<file path="src/rtl/control_sequencer.sv">
// Hardwired control unit: fetch T0-T2, per-opcode execute T3-T7, HALTED stop state.
// Optional mul/div/mfhi/mflo support is enabled by defining CU_MULDIV_EN.
module control_sequencer (
    input  logic       clk,
    input  logic       clr,
    input  logic [4:0] opcode,
    input  logic       CON_FF,
    output logic       PCout, ZLowout, ZHighout, MDRout, HIout, LOout, Cout,
    output logic       PCin, IRin, MARin, MDRin, Yin, ZLowIn, ZHighIn, HIin, LOin, CONin,
    output logic       GRA, GRB, GRC, Rin, Rout, BAout,
    output logic       IncPC, Read, Write,
    output logic [4:0] alu_op,
    output logic       Run,
    output logic [3:0] Present_state
);
    typedef enum logic [3:0] {
        S_RESET = 4'b0000, S_T0 = 4'b0001, S_T1 = 4'b0010, S_T2 = 4'b0011,
        S_T3 = 4'b0100, S_T4 = 4'b0101, S_T5 = 4'b0110, S_T6 = 4'b0111,
        S_T7 = 4'b1000, S_HALTED = 4'b1111
    } state_t;

    localparam logic [4:0] OP_LD = 5'b00000, OP_LDI = 5'b00001, OP_ST = 5'b00010;
    localparam logic [4:0] OP_ADD = 5'b00011, OP_SUB = 5'b00100, OP_AND = 5'b01001;
    localparam logic [4:0] OP_OR = 5'b01010, OP_ADDI = 5'b01011, OP_ANDI = 5'b01100;
    localparam logic [4:0] OP_ORI = 5'b01101, OP_BR = 5'b10010, OP_JR = 5'b10011;
    localparam logic [4:0] OP_HALT = 5'b11010;

    state_t state_q, state_d;

    logic is_rr, is_imm, is_ldi, is_ld, is_st, is_br, is_jr, is_halt;
    logic is_md, is_mfhi, is_mflo;

    assign is_rr   = (opcode == OP_ADD) || (opcode == OP_SUB) || (opcode == OP_AND) || (opcode == OP_OR);
    assign is_imm  = (opcode == OP_ADDI) || (opcode == OP_ANDI) || (opcode == OP_ORI);
    assign is_ldi  = (opcode == OP_LDI);
    assign is_ld   = (opcode == OP_LD);
    assign is_st   = (opcode == OP_ST);
    assign is_br   = (opcode == OP_BR);
    assign is_jr   = (opcode == OP_JR);
    assign is_halt = (opcode == OP_HALT);
`ifdef CU_MULDIV_EN
    assign is_md   = (opcode == 5'b01110) || (opcode == 5'b01111);
    assign is_mfhi = (opcode == 5'b10111);
    assign is_mflo = (opcode == 5'b11000);
`else
    assign is_md   = 1'b0;
    assign is_mfhi = 1'b0;
    assign is_mflo = 1'b0;
`endif

    always_ff @(posedge clk) begin
        if (!clr) state_q <= S_RESET;
        else      state_q <= state_d;
    end

    always_comb begin
        state_d = S_RESET;
        case (state_q)
            S_RESET:  state_d = S_T0;
            S_T0:     state_d = S_T1;
            S_T1:     state_d = S_T2;
            S_T2:     state_d = S_T3;
            S_T3: begin
                if (is_halt) state_d = S_HALTED;
                else if (is_rr || is_imm || is_ldi || is_ld || is_st || is_br || is_md) state_d = S_T4;
                else state_d = S_T0;
            end
            S_T4:     state_d = S_T5;
            S_T5:     state_d = (is_ld || is_st || is_br || is_md) ? S_T6 : S_T0;
            S_T6:     state_d = (is_ld || is_st) ? S_T7 : S_T0;
            S_T7:     state_d = S_T0;
            S_HALTED: state_d = S_HALTED;
            default:  state_d = S_RESET;
        endcase
    end

    assign Present_state = state_q;

    // Control word decode; anything not driven for a step stays 0.
    always_comb begin
        {PCout, ZLowout, ZHighout, MDRout, HIout, LOout, Cout} = '0;
        {PCin, IRin, MARin, MDRin, Yin, ZLowIn, ZHighIn, HIin, LOin, CONin} = '0;
        {GRA, GRB, GRC, Rin, Rout, BAout, IncPC, Read, Write} = '0;
        alu_op = 5'b00000;
        Run    = 1'b1;
        case (state_q)
            S_T0: begin PCout = 1'b1; MARin = 1'b1; IncPC = 1'b1; ZLowIn = 1'b1; end
            S_T1: begin ZLowout = 1'b1; PCin = 1'b1; Read = 1'b1; MDRin = 1'b1; end
            S_T2: begin MDRout = 1'b1; IRin = 1'b1; end
            S_T3: begin
                if (is_rr || is_imm) begin GRB = 1'b1; Rout = 1'b1; Yin = 1'b1; end
                if (is_ldi || is_ld || is_st) begin GRB = 1'b1; BAout = 1'b1; Yin = 1'b1; end
                if (is_br) begin GRA = 1'b1; Rout = 1'b1; CONin = 1'b1; end
                if (is_jr) begin GRA = 1'b1; Rout = 1'b1; PCin = 1'b1; end
                if (is_md) begin GRA = 1'b1; Rout = 1'b1; Yin = 1'b1; end
                if (is_mfhi) begin HIout = 1'b1; GRA = 1'b1; Rin = 1'b1; end
                if (is_mflo) begin LOout = 1'b1; GRA = 1'b1; Rin = 1'b1; end
            end
            S_T4: begin
                if (is_rr) begin GRC = 1'b1; Rout = 1'b1; ZLowIn = 1'b1; alu_op = opcode; end
                if (is_imm) begin Cout = 1'b1; ZLowIn = 1'b1; alu_op = opcode; end
                if (is_ldi || is_ld || is_st) begin Cout = 1'b1; ZLowIn = 1'b1; alu_op = OP_ADD; end
                if (is_br) begin PCout = 1'b1; Yin = 1'b1; end
                if (is_md) begin
                    GRB = 1'b1; Rout = 1'b1; ZLowIn = 1'b1; ZHighIn = 1'b1; alu_op = opcode;
                end
            end
            S_T5: begin
                if (is_rr || is_imm || is_ldi) begin ZLowout = 1'b1; GRA = 1'b1; Rin = 1'b1; end
                if (is_ld || is_st) begin ZLowout = 1'b1; MARin = 1'b1; end
                if (is_br) begin Cout = 1'b1; ZLowIn = 1'b1; alu_op = OP_ADD; end
                if (is_md) begin ZLowout = 1'b1; LOin = 1'b1; end
            end
            S_T6: begin
                if (is_ld) begin Read = 1'b1; MDRin = 1'b1; end
                if (is_st) begin GRA = 1'b1; Rout = 1'b1; MDRin = 1'b1; end
                if (is_br) begin ZLowout = 1'b1; PCin = CON_FF; end
                if (is_md) begin ZHighout = 1'b1; HIin = 1'b1; end
            end
            S_T7: begin
                if (is_ld) begin MDRout = 1'b1; GRA = 1'b1; Rin = 1'b1; end
                if (is_st) Write = 1'b1;
            end
            S_HALTED: Run = 1'b0;
            default: ;
        endcase
    end
endmodule

</file>
<file path="config.mk">
export PLATFORM = sky130hd
export DESIGN_NAME = control_sequencer
export DESIGN_NICKNAME = d
export VERILOG_FILES = /design/src/rtl/control_sequencer.sv
export SDC_FILE = /design/constraint.sdc
export NUM_CORES = 1
export LEC_CHECK = 0
export CORE_MARGIN = 2
export CORE_UTILIZATION = 40
export DETAILED_ROUTE_END_ITERATION = 10
export GPL_TIMING_DRIVEN = 1
export PLACE_DENSITY = 0.81
export SLEW_MARGIN = 30
export SYNTH_ARGS = -nofsm -noshare
export SYNTH_HDL_FRONTEND = slang
export SYNTH_SLANG_ARGS = --single-unit
</file>
<file path="constraint.sdc">
create_clock -name clk -period 1.6 [get_ports clk]
set_input_delay 0.16 -clock clk [delete_from_list [all_inputs] [get_ports clk]]
set_output_delay 0.16 -clock clk [all_outputs]
set_load 0.02 [all_outputs]
</file>
==> impl_results.md, run 1 <==
* Seq cells post-synth at 4
* Die X-Extent at roughly 50 um
* Post-synthesis sequential area ratio at 0.09343
* DP Area at 1578 um^2
* Clk root buf: clkbuf_4
* Cts hold-fix bufs at 0
* Worst endpoint after global-route timing repair: Present_state[2]$_SDFF_PN0_/D
* Failing step: global routing (5_1_grt)
* PortBufs at 36
* Gp weighted congestion at 0.8533
* Dpl cells at approximately 220
* Mapped Cells at 125
* Count of different cell masters after synthesis at 47
* Pre-CTS WS at -849.4 ps
* Yosys synthesis warning count at 0
* Post-synth ARST share at 0
* Worst endpoint type: register data pin
* Initial Util at 0.4324
* Ys flop type: dfxtp_1
* Post-DP HPWL at 2619 um
* # IOs at 44
* Mapped Avg Cell Area at 6.857 um^2
* # rows at 16
* CTS buffer count at 3
* Depth of the CTS H-tree at 1
* Largest net degree at the start of global routing at 11
* Outcome: did not finish
* Clock Tree Buf Depth at 2
* EDFF count, synth at 0
* Post-synthesis cell area at approximately 860 um^2
* Run Error: [ERROR DPL-0038] Utilization greater than 100%, impossible to legalize
* Sink Count at 4
* Die Ht at between 50 and 60 um
-- synthesized netlist by cell type (all sizes together), types with 2 or more instances --
master | n | area, um^2
buf | 14 | 86.33
nand2 | 8 | 30.03
nor2 | 8 | 30.03
nand2b | 7 | 43.79
nor3 | 6 | 30.03
o21ai | 6 | 30.03
a21oi | 5 | 25.02
and2 | 5 | 31.28
clkbuf | 5 | 18.77
nand3 | 5 | 25.02
nor4b | 5 | 58.80
and3 | 4 | 25.02
dfxtp | 4 | 80.08
or3 | 4 | 25.02
inv | 3 | 11.26
a211oi | 2 | 15.01
a31oi | 2 | 12.51
nand4 | 2 | 12.51
nor2b | 2 | 12.51
o21a | 2 | 15.01
o31ai | 2 | 15.01
or2 | 2 | 12.51
or3b | 2 | 17.52
or4b | 2 | 23.77
-- kinds of logic after synthesis --
logic type / count (synthesis) / share of synthesized area
AND/OR/NAND/NOR: 67 / 0.4876
other: 1 / 0.004375
XOR/XNOR: 2 / 0.02044
buffers and inverters: 22 / 0.1358
multiplexers: 2 / 0.02482
flip-flops: 4 / 0.09343
AO/OA/AOI/OAI: 27 / 0.2336
-- stage by stage --
step | hold slack (ps) | util
2_1_floorplan | 281.6 | -
3_3_place_gp | 745.7 | 0.7961
3_5_place_dp | 755.7 | 0.7961
4_1_cts | 511.9 | 0.9223
-- what timing repair did --
item / in CTS
pin swaps: 15
resized for setup: 188
buffers inserted: 10
endpoints found under the setup margin: 28
gates cloned: 0
==> run 2: changes to the inputs <==
Settings changed: CORE_AREA set to 2 2 63 65, CORE_MARGIN 2 to unset, CORE_UTILIZATION 40 to unset, DIE_AREA set to 0 0 65 67, PLACE_DENSITY 0.81 to unset, PLACE_DENSITY_LB_ADDON set to 0.15.
==> run 2 against run 1 <==
  * The flow now finishes, with violations (negative setup slack)
  * Synthesized cell count unchanged
  * Area after synthesis unchanged
==> impl_results.md, run 2 <==
* Clk root buf: clkbuf_8
* Post-synth ARST share at 0 (unchanged)
* Vias per std cell at 4.851
* Largest net degree at the start of global routing at 11
* Final wirelength at between 3000 and 4000 um
* Area Growth Syn to Fin at 122.3%
* Hold Path Depth at 3
* Total design power at 0.7108 mW
* Sink Count at 4 (unchanged)
* Hold crit path type: input port to flip-flop
* Post-DP HPWL at 2652 um (+1.3%)
* Depth of the CTS H-tree at 1 (unchanged)
* Crit path launch type: flip-flop
* Pre-CTS WS at -856.1 ps (-6.737 ps)
* # rows at 22 (+6)
* Fin. max-slew vios at 0
* All-Layer GR Usage at 0.1748
* Critical Path Sink Type: output pin
* Fmax at 544.7 MHz
* Post-synthesis sequential area ratio at 0.09343 (unchanged)
* Post-DRT Antenna Nets at 0
* Post-synth top cells: 8 x nand2_1, 8 x nor2_1, 7 x buf_4, 7 x nand2b_1
* Maximum VDD drop at 139.0 uV
* Reg-to-reg slack, setup at -180 ps
* Final worst slack at -235.7 ps
* Top cells by area, synth: dfxtp_1 9.3%, buf_4 6.1%, nand2b_1 5.1%
* Pwr Density at about 370 nW/um^2
* Layout Skew at ~3.5 ps
* Most frequent CP cell: buf_6
* Initial Util at 0.2377 (-0.1948)
* Clk slew on worst S/H paths at about 30 ps
* Post-synthesis cell area at 857.1 um^2 (unchanged)
* Drt pass-1 iters at 4
* Die area at around 4400 um^2
* Die Ht at 67 um (+33%)
* Yosys top cell by area: dfxtp_1
* GR Overflow Total at 0
* CP Class: flip-flop to output pin
* Layout filler cell count at 352
* Final setup fails at 19
* Critical Path AT at around 1700 ps
* Initial antenna violation count at 0
* Layout cell share with drive strength beyond 1 at 0.6600
* Crit. path cell count at 6
* # IOs at 44 (unchanged)
* FF-to-FF End: Present_state[2]$_SDFF_PN0_
* Average wire per standard cell at around 15 um
* PortBufs at 36 (unchanged)
* Area share of the largest cell type after synthesis at 0.09343 (unchanged)
* Mapped Cells at 125 (unchanged)
* Commonest non-fill, non-tap cell in the layout: buf_4
* Routed via count at about 1200
* Static Leak at between 0.8 and 0.9 nW
* Crit path max fanout at 8
* Hold Fails Final Rpt at 0
* Seq cells post-synth at 4 (unchanged)
* Vias in the first global route at 1180
* Count of different cell masters after synthesis at 47 (unchanged)
* CTS buffer count at 3 (unchanged)
* Min-delay src: opcode[3]
* Gp weighted congestion at 0.8392 (-1.7%)
* Total Nets Final at 210
* Max_cap viols at 0
* Core area at 3606 um^2
* Mapped Avg Cell Area at 6.857 um^2 (unchanged)
* Remaining DRCs at 0
* Clock Tree Buf Depth at 2 (unchanged)
* Yosys synthesis warning count at 0 (unchanged)
* EDFF count, synth at 0 (unchanged)
* Cell chain of the critical path: buf_6, nor4b_4, and3_4, o21ai_2, or3b_4, buf_6
* Tmin final at 1836 ps
* Violation count after the first detailed-route iteration at 55
* Cts hold-fix bufs at 0 (unchanged)
* Die X-Extent at 65 um (+29%)
* WP buf/inv at 2
* Fin crit share at 1.147
* Worst skew pair latency at 220 ps
* Ys flop type: dfxtp_1
* Worst Hold End: Present_state[3]$_SDFF_PN0_
* Crit-path max cell delay at between 300 and 400 ps
* Largest register FFs at 4
* Number of diodes at 0
* Commonest cells after routing, fill and taps aside: 43 x buf_4, 29 x buf_6, 7 x conb_1
* RSZ-0062 raised after global routing: true
* CTS tree: yes
* Failing checks: negative setup slack
* Hold_ws at 322.9 ps
* First-pass GRT wire length at ~5800 um
* Req. time, crit path at 1440 ps
* Worst R2R Start: Present_state[1]$_SDFF_PN0_
* Reg2Reg Depth at 6
* Post-Route Utilization at 0.5285
* Slowest CP cell: dfxtp_4
* Outcome: finished with violations
* Crit path max-delay family: simple AND/OR/NAND/NOR gates
## run 2: cell counts after synthesis
No cell type changed its count.
## run 2: final cells by class
cell class	instances	area, um^2	area share
Multi-Input combinational cell	105	937.1	0.4918
Timing Repair Buffer	85	760.7	0.3992
Tap cell	48	60.06	0.03152
Sequential cell	4	95.09	0.04990
Clock buffer	3	41.29	0.02167
Inverter	3	11.26	0.005909
## run 2: layer usage
layer | track usage | wire, um | part of all wire
met2 | 0.3247 | 1942 | 0.53
met1 | 0.2135 | 1553 | 0.42
met3 | 0.01520 | 128 | 0.035
met4 | 0.04787 | 70 | 0.019
met5 | 0 | 0 | 0
## run 2: kinds of logic after synthesis
| logic type | Yosys count | synth area share |
|---|---|---|
| and+or+nand+nor | 67 | 0.4876 |
| muxes | 2 | 0.02482 |
| other | 1 | 0.004375 |
| DFF | 4 | 0.09343 |
| xor gates and xnor gates | 2 | 0.02044 |
| buffers and inverters | 22 | 0.1358 |
| AOI/OAI and AO/OA | 27 | 0.2336 |
## run 2: what timing repair did
action	4_1_cts	5_1_grt
resized for setup	179	35
endpoints found under the setup margin	28	30
setup buffers	2	6
hold endpoints to repair	0	0
pin swaps	14	17
gates cloned	0	0
## run 2: metrics by stage
step | setup TNS, ps | area [um^2] | instances
final | -2541 | 1906 | 248
after global routing | -3935 | 1906 | 248
after CTS | -2685 | 1795 | 244
after detailed placement | -17320 | 1597 | 239
after global placement | -16630 | 1597 | 239
after floorplan | -176.2 | 958.4 | 131
## run 2: worst max-delay path by stage
stage | startpoint | endpoint
2_1_floorplan | Present_state[2]$_SDFF_PN0_ | GRA
3_3_place_gp | opcode[1] | alu_op[3]
3_5_place_dp | opcode[1] | alu_op[2]
4_1_cts | Present_state[3]$_SDFF_PN0_ | Rout
5_1_grt | Present_state[3]$_SDFF_PN0_ | Rout
6_report | Present_state[3]$_SDFF_PN0_ | Rout
## run 2: power breakdown
| group | internal (mW) | switching [mW] | total, mW |
|---|---|---|---|
| logic | 0.178 | 0.189 | 0.367 |
| clock network | 0.161 | 0.0606 | 0.222 |
| registers | 0.103 | 0.0190 | 0.122 |
## run 2: worst register-to-register path: cells and delay by family, from the launching register on
family                 cells  cell delay [ps]
buffers and inverters      2              290
and+or+nand+nor            3              920
AOI/OAI and AO/OA          1              130
DFF                        1              370
No activity file was read; power rests on OpenSTA's default activity.
==> run 3: changes to the inputs <==
Settings changed: ABC_AREA set to 1.
==> run 3 against run 2 <==
  * The run still ends with negative setup slack left
  * Synthesized cell count increased by 11%
  * Sequential power grew 38%
  * Count of clock-buffer cells in the layout unchanged
  * Routed wire length down 19%
  * Clock power shrank 8%
  * Hold slack better by 210 ps
  * Total power rose by 64%
  * Register-to-register slack improved by 430 ps
  * Largest power group unchanged
==> impl_results.md, run 3 <==
* Die Ht at 67 um (unchanged)
* Ys flop type: dfxtp_1
* Sw Ratio at 0.4650 (+0.08751)
* Yosys top cell by area: nand2_1
* Max_cap viols at 0 (unchanged)
* Critical Path AT at 1460 ps (-220 ps)
* First-pass GRT wire length at 4629 um (-21%)
* Number of diodes at 0 (unchanged)
* Initial Util at 0.2047 (-0.03296)
* Layout cell share with drive strength beyond 1 at 0.5826 (-0.07743)
* Crit-path max cell delay at 350 ps (-30 ps)
* Total Nets Final at 228 (+8.6%)
* Sink Count at 4 (unchanged)
* Post-synth ARST share at 0 (unchanged)
* Final worst slack at -16.32 ps (+219.4 ps)
* Drt pass-1 iters at 4 (unchanged)
* Combinational Power Share at 0.679 (+0.163)
* # IOs at 44 (unchanged)
* CTS tree: yes
* Clock network fraction of design power at 0.176 (-0.136)
* Final setup fails at 2 (-17)
* Count of different cell masters after synthesis at 25 (-47%)
* Clk slew on worst S/H paths at 30 ps (about the same)
* Post-synth top cells: 31 x nand2_1, 25 x nor2_1, 20 x inv_1
* Slowest CP cell: dfxtp_4
* Power Internal at 0.6222 mW (+41%)
* Gp weighted congestion at 0.8270 (-1.5%)
* GR Overflow Total at 0 (unchanged)
* Crit path max fanout at 4 (-4)
* Area share of the largest cell type after synthesis at 0.1576 (+0.06420)
* Req. time, crit path at 1440 ps (about the same)
* Final wirelength at 2984 um (-19%)
* Core area at 3606 um^2 (unchanged)
* Maximum VDD drop at 367.9 uV (+160%)
* DP Area at 1394 um^2 (-13%)
* Top cells by area, synth: nand2_1 16%, nor2_1 13%, dfxtp_1 11%
* Final instance area at 1516 um^2 (-20%)
* Cts hold-fix bufs at 0 (unchanged)
* RSZ-0062 raised after global routing: true
* Remaining DRCs at 0 (unchanged)
* Tmin final at 1616 ps (-219.4 ps)
* Post-Route Utilization at 0.4205 (-0.1079)
* Layout filler cell count at 410 (+16%)
* Commonest non-fill, non-tap cell in the layout: buf_4
* Largest register FFs at 4 (unchanged)
* Post-synthesis cell area at 738.2 um^2 (-14%)
* Most frequent CP cell: buf_6
* Critical Path Sink Type: output pin
* Routed via count at 1152 (-4.2%)
* CP Class: flip-flop to output pin
* PortBufs at 36 (unchanged)
* Vias in the first global route at 1073 (-9.1%)
* Static Leak at 0.8224 nW (-5.8%)
* Mapped Avg Cell Area at 5.311 um^2 (-23%)
* Crit path launch type: flip-flop
* Yosys synthesis warning count at 0 (unchanged)
* Die X-Extent at 65 um (unchanged)
* EDFF count, synth at 0 (unchanged)
* Area Growth Syn to Fin at 105.4%
* Cell chain of the critical path: buf_6, nor3_4, buf_4, nand2_2, inv_2, and3_4, buf_6
* Depth of the CTS H-tree at 1 (unchanged)
* All-Layer GR Usage at 0.1352 (-0.03956)
* Post-DP HPWL at 2354 um (-11%)
* Reg-to-reg slack, setup at 250 ps (+430 ps)
* Failing checks: negative setup slack
* Worst skew pair latency at 210 ps (about the same)
* Mapped Cells at 139 (+11%)
* Top-count cell post-synth: nand2_1
* Fin crit share at 1.010 (-0.1371)
* Hold Fails Final Rpt at 0 (unchanged)
* Layout Skew at 0.1990 ps (-3.347 ps)
* Initial antenna violation count at 0 (unchanged)
* Fin. max-slew vios at 0 (unchanged)
* Clock Tree Buf Depth at 2 (unchanged)
* CTS buffer count at 3 (unchanged)
* Average wire per standard cell at 11.22 um (-25%)
* Seq cells post-synth at 4 (unchanged)
* Vias per std cell at 4.331 (-11%)
* Sequential power share at 0.145 (-0.027)
* Clk root buf: clkbuf_8
* Die area at 4355 um^2 (unchanged)
* Largest net degree at the start of global routing at 8 (-3)
* Commonest cells after routing, fill and taps aside: 46 x buf_4, 24 x nand2_1, 15 x nor2_1
* Post-synthesis sequential area ratio at 0.1085 (+0.01504)
* Post-DRT Antenna Nets at 0 (unchanged)
* Pwr Density at 766.9 nW/um^2 (+110%)
* Fmax at 618.7 MHz (+14%)
* Total design power at 1.163 mW (+64%)
* Sw Pwr at 0.5408 mW (+100%)
* Outcome: finished with violations
* Violation count after the first detailed-route iteration at 20 (-64%)
* # rows at 22 (unchanged)
* Hold crit path type: input port to flip-flop
==> run 3: changes by cell type after synthesis, moves of 6 or more <==
cell and delta:
nand2_1 +23, inv_1 +17, nor2_1 +17, nand3_1 +8
nand2b_1 -7, buf_2 -6
==> run 3: layout make-up <==
type | count | area, um^2 | area share
flip-flops and latches | 4 | 90.09 | 0.05941
well taps | 48 | 60.06 | 0.03960
repair buffers | 77 | 586.8 | 0.3870
inverters | 25 | 93.84 | 0.06188
multi-input cells | 109 | 644.4 | 0.4249
clock buffers | 3 | 41.29 | 0.02723
==> run 3: per-stage QoR <==
step,setup TNS (ps),hold WS (ps),setup WS (ps),cells
6_report,-29.80,533.9,-16.32,266
4_1_cts,-176.6,557.7,-57.49,264
5_1_grt,-301.0,568.8,-78.01,266
3_3_place_gp,-15180,769.8,-769.6,257
2_1_floorplan,0,331.3,5.815,145
3_5_place_dp,-15330,786.4,-785.4,257
==> run 3: worst paths after layout <==
kind	start	endpoint	cells past startpoint
min	opcode[1]	Present_state[3]$_SDFF_PN0_	5
max reg2reg	Present_state[1]$_SDFF_PN0_	Present_state[0]$_SDFF_PN0_	9
max	Present_state[1]$_SDFF_PN0_	alu_op[3]	7
min reg2reg	Present_state[0]$_SDFF_PN0_	Present_state[1]$_SDFF_PN0_	4
==> run 3: cell families (layout without fill, tap and decap cells) <==
family / count (synthesis) / in the layout / synth area share
AO/OA/AOI/OAI: 13 / 13 / 0.1170
buffers and inverters: 32 / 105 / 0.1983
flip-flops: 4 / 4 / 0.1085
other: 1 / 7 / 0.005080
AND/OR/NAND/NOR: 89 / 89 / 0.5712
==> run 3: critical path: cells and delay by family, from the launching register on <==
family | cells | cell delay [ps]
flip-flops | 1 | 350
AND/OR/NAND/NOR | 3 | 460
buffers and inverters | 4 | 440
==> run 3: timing repair <==
item	CTS	global route
gates resized for setup	138	40
setup endpoints to repair	25	22
pin swaps	8	8
setup buffers	4	2
==> run 3: power groups by stage <==
stage / Combinational [mW] / Sequential [mW] / Clock (mW)
floorplan: 0.368 / 0.176 / 0
global placement: 0.795 / 0.151 / 0
detailed placement: 0.794 / 0.151 / 0
CTS: 0.766 / 0.166 / 0.213
global route: 0.860 / 0.172 / 0.221
finish: 0.790 / 0.168 / 0.205
==> run 3: layer usage <==
| layer | track usage | vias to the layer above | wire [um] |
|---|---|---|---|
| met3 | 0.02365 | 4 | 151 |
| li1 | - | 584 | - |
| met2 | 0.2307 | 34 | 1380 |
| met1 | 0.1730 | 530 | 1418 |
| met4 | 0.03989 | 0 | 34 |
| met5 | 0 | - | 0 |
==> run 4: changes to the inputs <==
Settings changed: CAP_MARGIN set to 20.
==> results of run 4 <==
Final layout, timing and power as in run 3 (identical DEF).
